## src/rtl/frame_serializer_pkg.sv

```systemverilog
// Shared types and constants for the frame serializer and its neighbours.
package frame_serializer_pkg;

    typedef enum logic {
        StIdle  = 1'b0,
        StShift = 1'b1
    } state_e;

    // Also used as the word width by the downstream sequence detector bench.
    localparam int unsigned DefaultWidth = 8;

endpackage

```

## src/rtl/frame_serializer_mod_counter.sv

```systemverilog
// Modulo counter with synchronous clear, enable and terminal-count decode.
module mod_counter #(
    parameter int unsigned Modulus = 8,
    localparam int unsigned CntW   = (Modulus > 1) ? $clog2(Modulus) : 1
) (
    input  logic            clk_i,
    input  logic            rst_ni,
    input  logic            clr_i,
    input  logic            en_i,
    output logic [CntW-1:0] cnt_o,
    output logic            tc_o
);

    localparam logic [CntW-1:0] LastCnt = CntW'(Modulus - 1);

    logic [CntW-1:0] cnt_q, cnt_d;

    always_ff @(posedge clk_i or negedge rst_ni) begin
        if (!rst_ni) begin
            cnt_q <= '0;
        end else begin
            cnt_q <= cnt_d;
        end
    end

    always_comb begin
        cnt_d = cnt_q;
        if (clr_i) begin
            cnt_d = '0;
        end else if (en_i) begin
            cnt_d = (cnt_q == LastCnt) ? '0 : cnt_q + 1'b1;
        end
    end

    assign cnt_o = cnt_q;
    assign tc_o  = (cnt_q == LastCnt);

endmodule

```

## src/rtl/frame_serializer.sv

```systemverilog
// Parallel-to-serial stage: valid/ready word load, one bit per clock, gapless streaming.
module frame_serializer
    import frame_serializer_pkg::*;
#(
    parameter int unsigned Width     = DefaultWidth,
    parameter bit          LsbFirst  = 1'b0,
    parameter bit          IdleLevel = 1'b0
) (
    input  logic             clk_i,
    input  logic             rst_ni,
    input  logic [Width-1:0] load_data_i,
    input  logic             load_valid_i,
    output logic             load_ready_o,
    output logic             bit_out_o,
    output logic             bit_valid_o,
    output logic             frame_first_o,
    output logic             frame_last_o,
    output logic             busy_o
);

    localparam int unsigned CntW = (Width > 1) ? $clog2(Width) : 1;

    if (Width < 2) begin : gen_width_check
        $error("frame_serializer: Width must be at least 2");
    end

    state_e           state_q, state_d;
    logic [Width-1:0] shift_q, shift_d;
    logic             bit_out_q, bit_out_d;
    logic             valid_q, valid_d;
    logic             first_q, first_d;
    logic             last_q, last_d;
    logic [CntW-1:0]  cnt;
    logic             cnt_tc;
    logic             accept;

    function automatic logic head_bit(logic [Width-1:0] w);
        return LsbFirst ? w[0] : w[Width-1];
    endfunction

    function automatic logic [Width-1:0] advance(logic [Width-1:0] w);
        return LsbFirst ? (w >> 1) : (w << 1);
    endfunction

    assign load_ready_o = rst_ni & ((state_q == StIdle) | ((state_q == StShift) & cnt_tc));
    assign accept       = load_valid_i & load_ready_o;

    // cnt tracks the index of the bit currently on bit_out_o.
    mod_counter #(
        .Modulus (Width)
    ) u_cnt (
        .clk_i  (clk_i),
        .rst_ni (rst_ni),
        .clr_i  (accept | (state_q == StIdle)),
        .en_i   (state_q == StShift),
        .cnt_o  (cnt),
        .tc_o   (cnt_tc)
    );

    always_ff @(posedge clk_i or negedge rst_ni) begin
        if (!rst_ni) begin
            state_q   <= StIdle;
            shift_q   <= '0;
            bit_out_q <= IdleLevel;
            valid_q   <= 1'b0;
            first_q   <= 1'b0;
            last_q    <= 1'b0;
        end else begin
            state_q   <= state_d;
            shift_q   <= shift_d;
            bit_out_q <= bit_out_d;
            valid_q   <= valid_d;
            first_q   <= first_d;
            last_q    <= last_d;
        end
    end

    always_comb begin
        state_d = state_q;
        unique case (state_q)
            StIdle:  if (accept) state_d = StShift;
            StShift: if (cnt_tc && !accept) state_d = StIdle;
            default: state_d = StIdle;
        endcase
    end

    // Outputs are registered, so they are computed from the bit that shows next cycle.
    always_comb begin
        shift_d   = shift_q;
        bit_out_d = IdleLevel;
        valid_d   = 1'b0;
        first_d   = 1'b0;
        last_d    = 1'b0;
        if (accept) begin
            bit_out_d = head_bit(load_data_i);
            shift_d   = advance(load_data_i);
            valid_d   = 1'b1;
            first_d   = 1'b1;
        end else if ((state_q == StShift) && !cnt_tc) begin
            bit_out_d = head_bit(shift_q);
            shift_d   = advance(shift_q);
            valid_d   = 1'b1;
            last_d    = (cnt == CntW'(Width - 2));
        end
    end

    assign bit_out_o     = bit_out_q;
    assign bit_valid_o   = valid_q;
    assign frame_first_o = first_q;
    assign frame_last_o  = last_q;
    assign busy_o        = valid_q;

endmodule
```

## config.mk

```make
export PLATFORM = sky130hd
export DESIGN_NAME = frame_serializer
export DESIGN_NICKNAME = d
export VERILOG_FILES = /design/src/rtl/frame_serializer_pkg.sv /design/src/rtl/frame_serializer_mod_counter.sv /design/src/rtl/frame_serializer.sv
export SDC_FILE = /design/constraint.sdc
export NUM_CORES = 1
export LEC_CHECK = 0
export BUFFER_PORTS_ARGS = -buffer_cell sky130_fd_sc_hd__buf_2
export CORE_ASPECT_RATIO = 0.9
export CORE_MARGIN = 2
export CORE_UTILIZATION = 30
export DETAILED_ROUTE_END_ITERATION = 10
export PLACE_DENSITY = 0.59
export SETUP_SLACK_MARGIN = 0.02
export SYNTH_ARGS = -nofsm -noshare
export SYNTH_HDL_FRONTEND = slang
export SYNTH_HIERARCHICAL = 1
export SYNTH_SLANG_ARGS = --single-unit
```

## constraint.sdc

```tcl
create_clock -name clk_i -period 2.1 [get_ports clk_i]
set_clock_uncertainty 0.2 [all_clocks]
set_input_delay 0.315 -clock clk_i [delete_from_list [all_inputs] [get_ports clk_i]]
set_output_delay 0.315 -clock clk_i [all_outputs]
set_load 0.02 [all_outputs]
```

== Word level (Yosys, flattened, before mapping) ==
Cells that the tools add are included.
Operators by class
  bitwise logic cells: 6
  reduce and logical (&&, ||, !) cells: 6
  mux-type cells: 14
  add/sub/neg operators: 1
  equal/unequal tests: 2
Operators with widths (count)
  8-bit two-way mux: 2
  3-bit two-way mux: 3
  1-bit two-way mux: 8
  3-bit == test (second input constant): 2
  2-bit nonzero test: 2
  3-bit by 1-bit adder with 3-bit output (second input constant): 1
  1-bit bitwise AND: 3
  1-bit logical AND: 2
  1-bit zero test: 2
  1-bit bitwise OR: 2
  1-bit case mux with 2 select lines: 1
  1-bit NOT: 1
Storage, ports and cells
  word-level logic and storage cells: 36
  bits of input ports: 11
  output and inout bits: 6
  bits in registers: 16

== Depth between registers and ports, before layout ==
  word-level depth: 9
  gate-level depth with buffers: 6
  gate-level depth less buffers: 6

== Cells and area by module ==
Netlist, hierarchy kept.
By module, submodules not included
  frame_serializer: cells each 41, instances 1, area each 509.2 µm², seq. area each 300.3 µm²
  mod_counter: cells each 13, instances 1, area each 156.4 µm², seq. area each 75.1 µm²

== Worst setup path before layout ==
No wires, ideal clock.
  path type: register -> register
  start: reg u_cnt.cnt_q[0], in the netlist u_cnt/cnt_o[0]
  end: reg shift_q[7]
  slack: 386 ps
  buffers on the path: 0
  period minus slack after synthesis: 1714 ps
  stages on the path, launching flop included: 6
  setup time: 126 ps
  arrival time: 1388 ps
  cell sequence: dfrtp_1 -> ha_1 -> ha_1 -> and2b_4 -> nor2_4 -> a221o_1
Between the ends
  cells in the longest elaborated chain, start to end: 6
  elaborated cells between the ends (all ways): 9
  those cells by class: 1 x eq/ne; 1 x mux; 4 x bitwise; 3 x reduce/logical
Ends and longest elaborated chain
  start: declaration: line frame_serializer_mod_counter.sv:16  | logic [CntW-1:0] cnt_q, cnt_d;
  start signal: assignment: line frame_serializer_mod_counter.sv:22  | cnt_q <= cnt_d;
  3-bit == test (*): line frame_serializer_mod_counter.sv:36  | assign tc_o = (cnt_q == LastCnt);
  named net cnt_tc: line frame_serializer.sv:34  | logic cnt_tc;
  1-bit bitwise AND: line frame_serializer.sv:45  | assign load_ready_o = rst_ni & ((state_q == StIdle) | ((state_q == StShift) & cnt_tc));
  1-bit bitwise OR: line frame_serializer.sv:45
  1-bit bitwise AND: line frame_serializer.sv:45
  1-bit bitwise AND: line frame_serializer.sv:46  | assign accept = load_valid_i & load_ready_o;
  8-bit two-way mux / 2-bit nonzero test (equally long branches)
  end signal: assignment: line frame_serializer.sv:70  | shift_q <= shift_d;
  end: declaration: line frame_serializer.sv:28  | logic [Width-1:0] shift_q, shift_d;
The timed path passes the listed nets; every way through them passes the cells marked *.
A chain may end at the register's enable or synchronous reset.

== Final worst setup path ==
  start: reg u_cnt.cnt_q[1], in the netlist u_cnt/cnt_o[1]
  end: out load_ready_o
Between the ends
  cells in the longest elaborated chain, start to end: 4
Ends and longest elaborated chain
  3-bit == test: line frame_serializer_mod_counter.sv:36
  named net cnt_tc: line frame_serializer.sv:34
  1-bit bitwise AND: line frame_serializer.sv:45
  1-bit bitwise OR: line frame_serializer.sv:45
  1-bit bitwise AND: line frame_serializer.sv:45
  end: declaration: line frame_serializer.sv:13  | output logic load_ready_o,
The timed path passes the listed nets, and every way through them passes these cells.

==> flow_metrics.py <==
metrics = {
    "outcome": {
        "outcome": "completed",
    },
    "detailed_routing": {
        "ant_nets": 0,
        "wirelength_um": 1270,
        "drt-vias-per-instance": 4.65,
        "drtPass1Iterations": 4,
        "dr_total_vias": 488,
        "drc": 0,
        "wire_per_inst_um": 12.1,
        "drt_iter0_markers": 10,
    },
    "timing": {
        "finalCritPeriodShare_pct": 95.9,
        "drv_slew": 0,
        "grt_setup_unrepaired": "no",
        "slew_headroom_pct": 80.2,
        "setup_tns_ns": 0,
        "setup_viol": 0,
        "layout_min_cycle_time_ns": 2.01,
        "whs_ns": 0.0517,
        "tightest_slew_ns": 0.297,
        "final_hold_viol_count": 0,
        "fmaxAchievable_mhz": 497,
    },
    "final_layout": {
        "drive_gt1_share_pct": 44.9,
        "stdcell_count": 105,
        "nFillCells": 212,
        "final_nets": 92,
        "num_antenna_cells": 0,
        "area_delta_synth_final_pct": 30.1,
    },
    "global_routing": {
        "grt_pass1_wl_um": 1970,
        "antenna_found_initial": 0,
        "first_global_vias": 433,
        "grt_usage_pct": 11.0,
        "grt_max_degree": 18,
        "grt_remaining_overflow": 0,
    },
    "die": {
        "rows": 16,
        "io_pins": 17,
        "dieArea_mm2": 0.00261,
        "die_h_um": 48.7,
        "core-area_mm2": 0.00214,
        "die_w_um": 53.7,
        "start_util_pct": 31.1,
    },
    "power": {
        "p_per_area_mw_per_mm2": 1370,
        "irDropWorstVdd_uv": 635,
        "power_leakage_nw": 0.433,
    },
    "logic_synthesis": {
        "synthCells": 54,
        "synth_area_per_cell_um2": 12.3,
        "synth_top_family_by_area": "simple AND/OR/NAND/NOR gates",
        "yosys-mux-area-fraction_pct": 1.50,
        "synth_compound_area_share_pct": 13.3,
        "ys_seq_area_share_pct": 56.4,
        "synth_xor_area_share_pct": 0,
        "yosysUniqueCellTypes": 24,
        "syn_nets": 67,
        "yosys_register_bits": 15,
        "synth_fa_ha_area_share_pct": 3.76,
        "synth_area_um2": 666,
        "synth_simple_gate_area_share_pct": 22.2,
        "yosys_warnings": 6,
    },
    "hold_path": {
        "hold_class": "in -> reg",
    },
    "worst_setup_path": {
        "worstPathRequired_ns": 1.58,
        "arrival_ns": 1.50,
        "slowest_stage": "dfrtp_1",
        "crit_path_cell_trace": "ha_2 > ha_4 > nand2b_4 > and2_4 > buf_6",
        "crit_family": "flip-flops",
        "critical_path_class": "reg -> out",
        "worstSetupEndpointType": "primary output",
        "path_buf_inv": 1,
        "startpoint_type": "flop",
        "worstPathMaxFanout": 4,
        "slowest_delay_ns": 0.42,
    },
    "clock_network": {
        "cts_max_path_buffers": 2,
        "cts_root_buffer": "clkbuf_4",
        "cts_buffers": 3,
        "h-tree-depth": 1,
        "clk_pin_slew_ns": 0.09,
        "tritoncts": "yes",
        "clock_latency_ns": 0.29,
        "cts.sinks": 15,
    },
    "place": {
        "io_buffers": 16,
        "place_congestion": 0.687,
        "dp.cells": 96,
    },
    "job": {
        "max_cap_violations": 0,
    },
}
-- cells in the final DEF, fill, tap and decap left out, drive strengths merged --
| cell type | count |
|---|---|
| nor3 | 1 |
| a21oi | 2 |
| nor2 | 2 |
| clkbuf | 4 |
| dfrtp | 15 |
| ha | 2 |
| nand2b | 3 |
| or3b | 1 |
| a22o | 1 |
| and2 | 8 |
| dlygate4sd3 | 1 |
| o21ai | 1 |
| mux2i | 1 |
| nand3 | 1 |
| nand3b | 1 |
| and2b | 1 |
| buf | 19 |
| a221o | 6 |
| nand2 | 4 |
| clkinv | 1 |
| inv | 3 |
-- per-layer routing --
| layer | vias up | wire (um) | share of wire, % | track usage (%) |
|---|---|---|---|---|
| li1 | 237 | - | - | - |
| met1 | 234 | 597 | 47 | 15.1 |
| met2 | 17 | 577 | 46 | 14.6 |
| met3 | 0 | 93 | 7.3 | 6.48 |
| met4 | 0 | 0 | 0 | 2.56 |
| met5 | - | 0 | 0 | 0 |
-- synthesized netlist by cell type --
cell type,count,share of area (%)
a21oi_1,1,0.75
a21oi_2,1,1.3
a221o_1,6,9.0
a22o_2,1,1.5
and2_1,7,6.6
and2_4,1,1.3
and2b_4,1,1.5
buf_4,1,1.1
dfrtp_1,15,56
ha_1,2,3.8
inv_1,2,1.1
inv_2,1,0.56
mux2i_1,1,1.5
nand2_1,3,1.7
nand2_2,1,0.94
nand2b_1,2,1.9
nand2b_4,1,2.1
nand3_1,1,0.75
nand3b_1,1,1.1
nor2_1,1,0.56
nor2_4,1,1.7
nor3_1,1,0.75
o21ai_0,1,0.75
or3b_1,1,1.3
-- repair_timing --
item                                    in CTS  in global routing
buffers inserted                             1                  3
endpoints found under the hold margin       15                  0
hold buffers                                 1                  0
endpoints found under the setup margin       1                  1
gates resized for setup                      1                  6
pin swaps                                    0                  1
-- logic make-up (layout without fill, tap and decap cells) --
group                    count (synthesis)  after routing
AO/OA/AOI/OAI                           10             10
adder cells (fa/ha/maj)                  2              2
buffers and inverters                    4             28
flip-flops                              15             15
multiplexers                             1              1
AND/OR/NAND/NOR                         22             22
-- final cells by class --
type                            instances  area, um2  share of cell area, %
Sequential cell                        15        375                   43.4
Multi-Input combinational cell         35        289                   33.4
Timing Repair Buffer                   21        129                   14.9
Tap cell                               27       33.8                   3.90
Clock buffer                            3       22.5                   2.60
Inverter                                3       11.3                   1.30
Clock inverter                          1       5.00                  0.578
-- path summary, 6_finish.rpt --
check / startpoint / end / slack, ns / depth (start not counted)
max in group asynchronous: rst_ni / shift_q[2] / 1.26 / 2
setup / recovery: u_cnt/cnt_o[1] / load_ready_o / 0.09 / 5
hold reg to reg: shift_q[4] / shift_q[4] / 0.32 / 1
min in group asynchronous: rst_ni / shift_q[6] / 0.24 / 2
hold / removal: load_data_i[7] / bit_out_o / 0.05 / 2
setup reg to reg: u_cnt/cnt_o[1] / shift_q[3] / 0.32 / 5
-- per-stage QoR --
step	area, um2	power, mW	util, %	setup WS [ns]
2_1_floorplan	666	0.815	-	0.386
3_3_place_gp	772	0.922	36.0	0.306
3_5_place_dp	772	0.933	36.0	0.268
4_1_cts	820	1.12	38.3	0.0262
5_1_grt	866	1.29	40.4	0.0155
6_report	866	1.19	40.4	0.0867
-- registers in the layout, indices dropped and copies added, names as in the netlist --
signal,flops
bit_out_o,1
bit_valid_o,1
frame_first_o,1
frame_last_o,1
shift_q,7
state_q,1
u_cnt/cnt_o,3
-- report_power, final --
part / total (mW) / switching, mW / internal [mW]
sequential: 0.474 / 0.0793 / 0.395
clock: 0.164 / 0.0933 / 0.0708
combinational: 0.549 / 0.263 / 0.286
(Power assumes the default switching activity.)
